===== config.mk =====
export PLATFORM = sky130hd
export DESIGN_NAME = vga_scan_reader_flat
export DESIGN_NICKNAME = d
export VERILOG_FILES = /design/src/rtl/vga_scan_reader_if.sv /design/src/rtl/vga_scan_reader.sv /design/src/flat_wrapper.sv
export SDC_FILE = /design/constraint.sdc
export NUM_CORES = 1
export LEC_CHECK = 0
export CAP_MARGIN = 25
export CORE_UTILIZATION = 50
export DETAILED_ROUTE_END_ITERATION = 16
export GPL_TIMING_DRIVEN = 0
export PLACE_DENSITY = 0.89
export SYNTH_ARGS = -nofsm -noshare
export SYNTH_HDL_FRONTEND = slang
export SYNTH_SLANG_ARGS = --single-unit

===== constraint.sdc =====
create_clock -name clk -period 2.3 [get_ports clk]
set_input_delay 0.345 -clock clk [delete_from_list [all_inputs] [get_ports clk]]
set_output_delay 0.345 -clock clk [all_outputs]
set_load 0.01 [all_outputs]

===== src/rtl/vga_scan_reader_if.sv =====
// Read port between the VGA scan reader (master) and the 1-bit frame store (slave).
interface vga_scan_reader_if;
    logic       mem_ready;
    logic       color;
    logic [9:0] readX;
    logic [9:0] readY;

    modport master (input mem_ready, input color, output readX, output readY);
    modport slave  (output mem_ready, output color, input readX, input readY);
endinterface


===== src/rtl/vga_scan_reader.sv =====
// 640x480@60 VGA scan master for the 1-bit frame store; sync/blank delay-matched to MEM_LATENCY.
// Optional macro VGA_SCAN_BORDER_EN forces FG_RGB on the outermost ring of active pixels.
module vga_scan_reader #(
    parameter int          H_ACTIVE    = 640,
    parameter int          H_FP        = 16,
    parameter int          H_SYNC      = 96,
    parameter int          H_BP        = 48,
    parameter int          V_ACTIVE    = 480,
    parameter int          V_FP        = 10,
    parameter int          V_SYNC      = 2,
    parameter int          V_BP        = 33,
    parameter int          MEM_LATENCY = 2,
    parameter logic [11:0] FG_RGB      = 12'hFFF,
    parameter logic [11:0] BG_RGB      = 12'h000
) (
    input  logic                clk,
    input  logic                reset_n,
    vga_scan_reader_if.master   mem,
    output logic                hsync,
    output logic                vsync,
    output logic [3:0]          vga_r,
    output logic [3:0]          vga_g,
    output logic [3:0]          vga_b,
    output logic                frame_start
);
    localparam int H_TOTAL = H_ACTIVE + H_FP + H_SYNC + H_BP;
    localparam int V_TOTAL = V_ACTIVE + V_FP + V_SYNC + V_BP;

    localparam logic [9:0] HA     = 10'(H_ACTIVE);
    localparam logic [9:0] VA     = 10'(V_ACTIVE);
    localparam logic [9:0] H_LAST = 10'(H_TOTAL - 1);
    localparam logic [9:0] V_LAST = 10'(V_TOTAL - 1);
    localparam logic [9:0] HS_BEG = 10'(H_ACTIVE + H_FP);
    localparam logic [9:0] HS_END = 10'(H_ACTIVE + H_FP + H_SYNC - 1);
    localparam logic [9:0] VS_BEG = 10'(V_ACTIVE + V_FP);
    localparam logic [9:0] VS_END = 10'(V_ACTIVE + V_FP + V_SYNC - 1);

    if (H_TOTAL > 1023) begin : g_h_range
        $error("vga_scan_reader: H_TOTAL does not fit a 10-bit counter");
    end
    if (V_TOTAL > 1023) begin : g_v_range
        $error("vga_scan_reader: V_TOTAL does not fit a 10-bit counter");
    end
    if (MEM_LATENCY < 1 || MEM_LATENCY > 4) begin : g_lat_range
        $error("vga_scan_reader: MEM_LATENCY must be 1..4");
    end

    typedef enum logic {WAIT_MEM, SCAN} state_t;

    typedef struct packed {
        logic active;
`ifdef VGA_SCAN_BORDER_EN
        logic border;
`endif
        logic hs;
        logic vs;
        logic fs;
    } tm_t;

    state_t      state, state_nxt;
    logic [9:0]  hcount, vcount;
    logic        scan;
    tm_t         tm0;
    tm_t         tm_pipe [1:MEM_LATENCY];
    tm_t         tm_l;
    logic        pix_on;
    logic [11:0] rgb;

    always_ff @(posedge clk or negedge reset_n) begin
        if (!reset_n) state <= WAIT_MEM;
        else          state <= state_nxt;
    end

    // Once scanning, mem_ready is deliberately ignored until the next reset.
    always_comb begin
        state_nxt = state;
        case (state)
            WAIT_MEM: if (mem.mem_ready) state_nxt = SCAN;
            SCAN:     state_nxt = SCAN;
            default:  state_nxt = WAIT_MEM;
        endcase
    end

    assign scan = (state == SCAN);

    // Counters stay at 0 through the WAIT_MEM->SCAN edge so the first frame is whole.
    always_ff @(posedge clk or negedge reset_n) begin
        if (!reset_n) begin
            hcount <= '0;
            vcount <= '0;
        end else if (!scan) begin
            hcount <= '0;
            vcount <= '0;
        end else if (hcount == H_LAST) begin
            hcount <= '0;
            vcount <= (vcount == V_LAST) ? '0 : vcount + 10'd1;
        end else begin
            hcount <= hcount + 10'd1;
        end
    end

    always_comb begin
        tm0        = '0;
        tm0.active = scan && (hcount < HA) && (vcount < VA);
`ifdef VGA_SCAN_BORDER_EN
        tm0.border = tm0.active && (hcount == 10'd0 || hcount == HA - 10'd1 ||
                                    vcount == 10'd0 || vcount == VA - 10'd1);
`endif
        tm0.hs     = !(scan && hcount >= HS_BEG && hcount <= HS_END);
        tm0.vs     = !(scan && vcount >= VS_BEG && vcount <= VS_END);
        tm0.fs     = scan && (hcount == 10'd0) && (vcount == 10'd0);
    end

    assign mem.readX = tm0.active ? hcount : '0;
    assign mem.readY = tm0.active ? vcount : '0;

    always_ff @(posedge clk or negedge reset_n) begin
        if (!reset_n) begin
            for (int i = 1; i <= MEM_LATENCY; i++) begin
                tm_pipe[i]    <= '0;
                tm_pipe[i].hs <= 1'b1;
                tm_pipe[i].vs <= 1'b1;
            end
        end else begin
            tm_pipe[1] <= tm0;
            for (int i = 2; i <= MEM_LATENCY; i++) tm_pipe[i] <= tm_pipe[i-1];
        end
    end

    assign tm_l = tm_pipe[MEM_LATENCY];

`ifdef VGA_SCAN_BORDER_EN
    assign pix_on = mem.color || tm_l.border;
`else
    assign pix_on = mem.color;
`endif

    // color arrives in the same cycle as the last pipeline stage; blanking is always 0.
    always_ff @(posedge clk or negedge reset_n) begin
        if (!reset_n) begin
            hsync       <= 1'b1;
            vsync       <= 1'b1;
            frame_start <= 1'b0;
            rgb         <= '0;
        end else begin
            hsync       <= tm_l.hs;
            vsync       <= tm_l.vs;
            frame_start <= tm_l.fs;
            rgb         <= !tm_l.active ? 12'h000 : (pix_on ? FG_RGB : BG_RGB);
        end
    end

    assign vga_r = rgb[11:8];
    assign vga_g = rgb[7:4];
    assign vga_b = rgb[3:0];
endmodule

===== src/flat_wrapper.sv =====
// flat-port wrapper written by rule: the top's interface ports become plain ports
module vga_scan_reader_flat 
#(
    parameter int          H_ACTIVE    = 640,
    parameter int          H_FP        = 16,
    parameter int          H_SYNC      = 96,
    parameter int          H_BP        = 48,
    parameter int          V_ACTIVE    = 480,
    parameter int          V_FP        = 10,
    parameter int          V_SYNC      = 2,
    parameter int          V_BP        = 33,
    parameter int          MEM_LATENCY = 2,
    parameter logic [11:0] FG_RGB      = 12'hFFF,
    parameter logic [11:0] BG_RGB      = 12'h000
)
  (clk, reset_n, hsync, vsync, vga_r, vga_g, vga_b, frame_start, mem_mem_ready, mem_color, mem_readX, mem_readY);
  vga_scan_reader_if mem_i ();
  input  logic clk;
  input  logic reset_n;
  output logic hsync;
  output logic vsync;
  output logic [3:0] vga_r;
  output logic [3:0] vga_g;
  output logic [3:0] vga_b;
  output logic frame_start;
  input wire logic [$bits(mem_i.mem_ready)-1:0] mem_mem_ready;
  input wire logic [$bits(mem_i.color)-1:0] mem_color;
  output wire logic [$bits(mem_i.readX)-1:0] mem_readX;
  output wire logic [$bits(mem_i.readY)-1:0] mem_readY;
  assign mem_i.mem_ready = mem_mem_ready;
  assign mem_i.color = mem_color;
  assign mem_readX = mem_i.readX;
  assign mem_readY = mem_i.readY;
  vga_scan_reader #(.H_ACTIVE(H_ACTIVE), .H_FP(H_FP), .H_SYNC(H_SYNC), .H_BP(H_BP), .V_ACTIVE(V_ACTIVE), .V_FP(V_FP), .V_SYNC(V_SYNC), .V_BP(V_BP), .MEM_LATENCY(MEM_LATENCY), .FG_RGB(FG_RGB), .BG_RGB(BG_RGB)) u_core (.clk(clk), .reset_n(reset_n), .mem(mem_i), .hsync(hsync), .vsync(vsync), .vga_r(vga_r), .vga_g(vga_g), .vga_b(vga_b), .frame_start(frame_start));
endmodule

# Word level (Yosys, flattened, before mapping)
# Index checks and enable logic that the tools add are counted.
# word_totals
register_bits	44
input_bits	4
out_inout_bits	35
elab_cells	50
# classes
add_sub_neg	2
order_cmp	6
eq_ne	3
muxes	11
n_bitwise	1
n_reduce_logical	12
# ops
cell	n
$mux W10	7
$mux W12	2
$add A10 B1 Y10 const B	2
$eq A10 B10 Y1 const B	2
$logic_not A10 Y1	2
$ge A10 B10 Y1 const B	1
$ge A10 B9 Y1 const B	1
$le A10 B10 Y1 const B	1
$le A10 B9 Y1 const B	1
$lt A10 B10 Y1 const B	1
$lt A10 B9 Y1 const B	1
$logic_and A1 B1 Y1	8
$logic_not A1 Y1	2
$ne A2 B2 Y1 const B	1
$pmux W1 S2	1
$mux W1	1
$not A1 Y1	1

# Longest topological paths before layout
# logic_depth
word_depth	4
mapped_depth	6
depth_no_buf	6

# Worst setup path after synthesis
# No wires, ideal clock.
# synth_timing
path_type	reg2reg
from	register u_core.hcount[0]
to	register u_core.vcount[3]
setup_time_ns	0.083
t_arrival_ns	1.763
required_time_ns	2.217
setup_slack_ns	0.454
path_stages_with_launch	7
n_path_buf	1
period_less_slack_ns	1.846
cell_sequence	dfrtp_1 -> ha_1 -> nand4_1 -> or3_1 -> clkbuf_2 -> or4_1 -> o21ai_0
# synth_via
elab_chain_cells	2
# synth_rtl
element	line	text
start, declared	vga_scan_reader.sv:61	logic [9:0] hcount, vcount;
start signal, assigned	vga_scan_reader.sv:98	hcount <= hcount + 10'd1;
$eq A10 B10 Y1	vga_scan_reader.sv:94	end else if (hcount == H_LAST) begin
$ne A2 B2 Y1 (no line)	--	
end signal, assigned	vga_scan_reader.sv:96	vcount <= (vcount == V_LAST) ? '0 : vcount + 10'd1;
end, declared	vga_scan_reader.sv:61	
# No other way between the ends.
# A chain may end at the register's enable or synchronous reset.

# Worst setup path after layout
# layout_timing
from	register u_core.hcount[7]
to	output mem_readY[4]
# layout_via
elab_chain_cells	4
# layout_rtl
element	line	text
$lt A10 B10 Y1	vga_scan_reader.sv:104	tm0.active = scan && (hcount < HA) && (vcount < VA);
$logic_and A1 B1 Y1 (2 in series)	vga_scan_reader.sv:104	
$mux W10	vga_scan_reader.sv:115	assign mem.readY = tm0.active ? vcount : '0;
end, declared	flat_wrapper.sv:29	output wire logic [$bits(mem_i.readY)-1:0] mem_readY;
# No other way between the ends.

==> results.sh <==
export IMPL_status="completed"
export IMPL_fin_ws_ns=0.0869
export IMPL_grt_pass1_wl_um=6230
export IMPL_crit_path_start_kind="flop"
export IMPL_cts_tree="built"
export IMPL_p_leak_nw=1.04
export IMPL_dp_cells=268
export IMPL_drcViolationCount=0
export IMPL_h_tree_depth=2
export IMPL_period_share_pct=96.2
export IMPL_hold_class="input pin to async pin"
export IMPL_critical_path_required_ns=1.96
export IMPL_synth_nets=194
export IMPL_die_area_sq_um=3840
export IMPL_diodes=0
export IMPL_design_area_sq_um=2370
export IMPL_totalNegativeSetupSlack_ns=0
export IMPL_ys_top_cells_by_count="dfrtp_1, and2_1, buf_4"
export IMPL_synth_cells=185
export IMPL_critPathMaxFanout=8
export IMPL_drive_gt1_share_pct=24.4
export IMPL_crit_start="u_core.hcount[7]"
export IMPL_ys_top_cells_by_area="dfrtp_1, dfstp_2, buf_4"
export IMPL_finalHoldViolCount=0
export IMPL_ant_nets=0
export IMPL_rrSetupSlack_ns=0.15
export IMPL_crit_type="flop to output port"
export IMPL_async_flop_share_pct=100
export IMPL_clk_latency_ns=0.35
export IMPL_post_drt_wl_per_cell_um=14.8
export IMPL_clk_pin_slew_ns=0.11
export IMPL_rr_worst_depth=6
export IMPL_dp_hpwl_um=2640
export IMPL_synth_top_area_cell="dfrtp_1"
export IMPL_fin_crit_ns=2.21
export IMPL_vias=1578
export IMPL_power_density_nw_per_um2=650
export IMPL_maxCapViolations=0
export IMPL_clock_sinks=33
export IMPL_r2r_start="u_core.vcount[0]"
export IMPL_place_ws_ns=-0.523
export IMPL_syn_area_per_cell_sq_um=9.73
export IMPL_ys_seq_elements=33
export IMPL_gp_congestion=0.885
export IMPL_final_max_slew_viol_count=0
export IMPL_fp_row_count=21
export IMPL_routed_wl_um=4200
export IMPL_die_x_um=62.0
export IMPL_peakVddDrop_mv=0.517
export IMPL_endpoint_kind="output port"
export IMPL_routed_via_density=5.56
export IMPL_core_sq_um=3390
export IMPL_fmax_mhz=452
export IMPL_finClkSkew_ns=0.0154
export IMPL_track_usage_pct=23.2
export IMPL_r2r_end="u_core.vcount[6]"
export IMPL_netlist_area_leader_share_pct=37.5
export IMPL_numCtsBuffers=5
export IMPL_die_h_um=62.0
export IMPL_rsz0062_at_grt="true"
export IMPL_root_buffer="clkbuf_4"
export IMPL_synthFlopType="dfrtp_1"
export IMPL_layout_nets=246
export IMPL_setup_viol=0
export IMPL_area_delta_synth_final_pct=31.4
export IMPL_antenna_found_initial=0
export IMPL_syn_area_sq_um=1800
export IMPL_netlist_cell_type_count=41
export IMPL_placed_area_sq_um=2220
export IMPL_clk_path_buf_depth=2
export IMPL_crit_end="mem_readY[4]"
export IMPL_synth_edff_count=0
export IMPL_port_buffer_count=37
export IMPL_worstPathArrival_ns=1.87
export IMPL_top_level_ports=39
export IMPL_final_cells=284
export IMPL_grt_max_degree=34
export IMPL_first_global_vias=1352
export IMPL_yosys_warnings=0
export IMPL_firstDrtPassIters=4
export IMPL_slew_headroom_pct=51.8
export IMPL_gr_total_overflow=0
export IMPL_worst_slew_pin_slew_ns=0.722
export IMPL_yosysMostFrequentCell="dfrtp_1"
export IMPL_start_util_pct=53.1
export IMPL_seq_area_frac_synth_pct=46.3
export IMPL_drtIter0Drc=78
[per-stage QoR]
stage               hold slack (ns)  utilization [%]  power, mW
floorplan                    0.0494                -       1.02
global placement              0.334             65.7       1.22
detailed placement            0.336             65.6       1.23
CTS                          0.0689             68.5       1.54
global route                  0.103             69.8       1.62
finish                       0.0417             69.8       1.54
[how the worst min path moves through the flow]
stage	cells past startpoint	from	endpoint	slack (ns)
floorplan	0	reset_n	u_core.frame_start	0.05
global placement	0	u_core.tm_pipe[7]	u_core.tm_l[3]	0.33
detailed placement	0	u_core.tm_pipe[7]	u_core.tm_l[3]	0.34
CTS	1	reset_n	u_core.vcount[9]	0.07
global route	1	reset_n	u_core.vcount[6]	0.10
finish	1	reset_n	u_core.vcount[9]	0.04
[timing repair]
item,CTS,global route
hold buffers,0,0
cloned,0,1
setup buffers,3,4
pin swaps,2,2
resized for setup,35,12
setup endpoints to repair,19,13
[registers in the layout, summed over array words and instances, names as in the netlist]
signal,count
u_core.frame_start,1
u_core.hcount,10
u_core.hsync,1
u_core.rgb,1
u_core.scan,1
u_core.tm_l,4
u_core.tm_pipe,4
u_core.vcount,10
u_core.vsync,1
[cell usage in the layout (no fill, tap or decap), types with 2 or more instances in the layout]
cell | Yosys | layout
buf_4 | 14 | 20
a21o_1 | 3 | 3
dfrtp_1 | 27 | 23
nand3_1 | 5 | 5
buf_6 | 1 | 3
nor4_1 | 7 | 6
nand2_1 | 12 | 11
dfstp_2 | 6 | 6
xor2_1 | 4 | 4
clkdlybuf4s15_1 | 0 | 3
a21oi_1 | 3 | 3
a31oi_1 | 2 | 2
dfrtp_2 | 0 | 4
clkbuf_8 | 0 | 2
clkbuf_2 | 1 | 4
or3_1 | 2 | 2
clkbuf_1 | 5 | 5
nand4_1 | 5 | 5
dlygate4sd2_1 | 0 | 13
nor3_1 | 7 | 6
nor2_1 | 12 | 12
clkbuf_4 | 0 | 5
buf_2 | 0 | 2
inv_1 | 9 | 9
xnor2_1 | 4 | 4
o21ai_0 | 7 | 6
clkdlybuf4s50_1 | 0 | 17
and2_1 | 14 | 14
o31ai_1 | 6 | 6
nor4b_1 | 4 | 4
ha_1 | 5 | 5
or2_2 | 4 | 4
[critical path: stages (launching register included)]
cell and delay (ns):
dfrtp_1 0.38, buf_6 0.14, o21ai_4 0.13, nand2_2 0.09
buf_4 0.14, buf_4 0.15, nor4_1 0.19, dlygate4sd2_1 0.30
[kinds of logic after synthesis]
logic type                 share of synthesized area, %
and+or+nand+nor                                    25.4
xor gates and xnor gates                           3.89
AOI/OAI and AO/OA                                  11.0
adders and majority gates                          3.47
other                                             0.208
DFF                                                46.3
buffers and inverters                              9.66
[report_power, final]
part           leakage [nW]  switching (mW)  internal [mW]  total (mW)
Combinational         0.602           0.246          0.235       0.481
Clock                0.0326           0.199          0.151       0.350
Sequential            0.403          0.0641          0.644       0.708
[cell type report]
cell class,instances,area [sq um]
plain buffers,21,155
clock buffers,8,58.8
fillers,251,1020
inverters,9,33.8
multi-input cells,122,825
flip-flops and latches,33,838
well taps,46,57.6
repair buffers,45,398
[layer usage]
layer / vias to the layer above / share of wire [%] / GRT usage [%]
met5: - / 0 / 0
met4: 0 / 1.8 / 13.3
met3: 9 / 8.2 / 5.18
met2: 87 / 49 / 36.3
met1: 744 / 41 / 29.7
li1: 738 / - / -
Power figures use the tool's default switching activity.
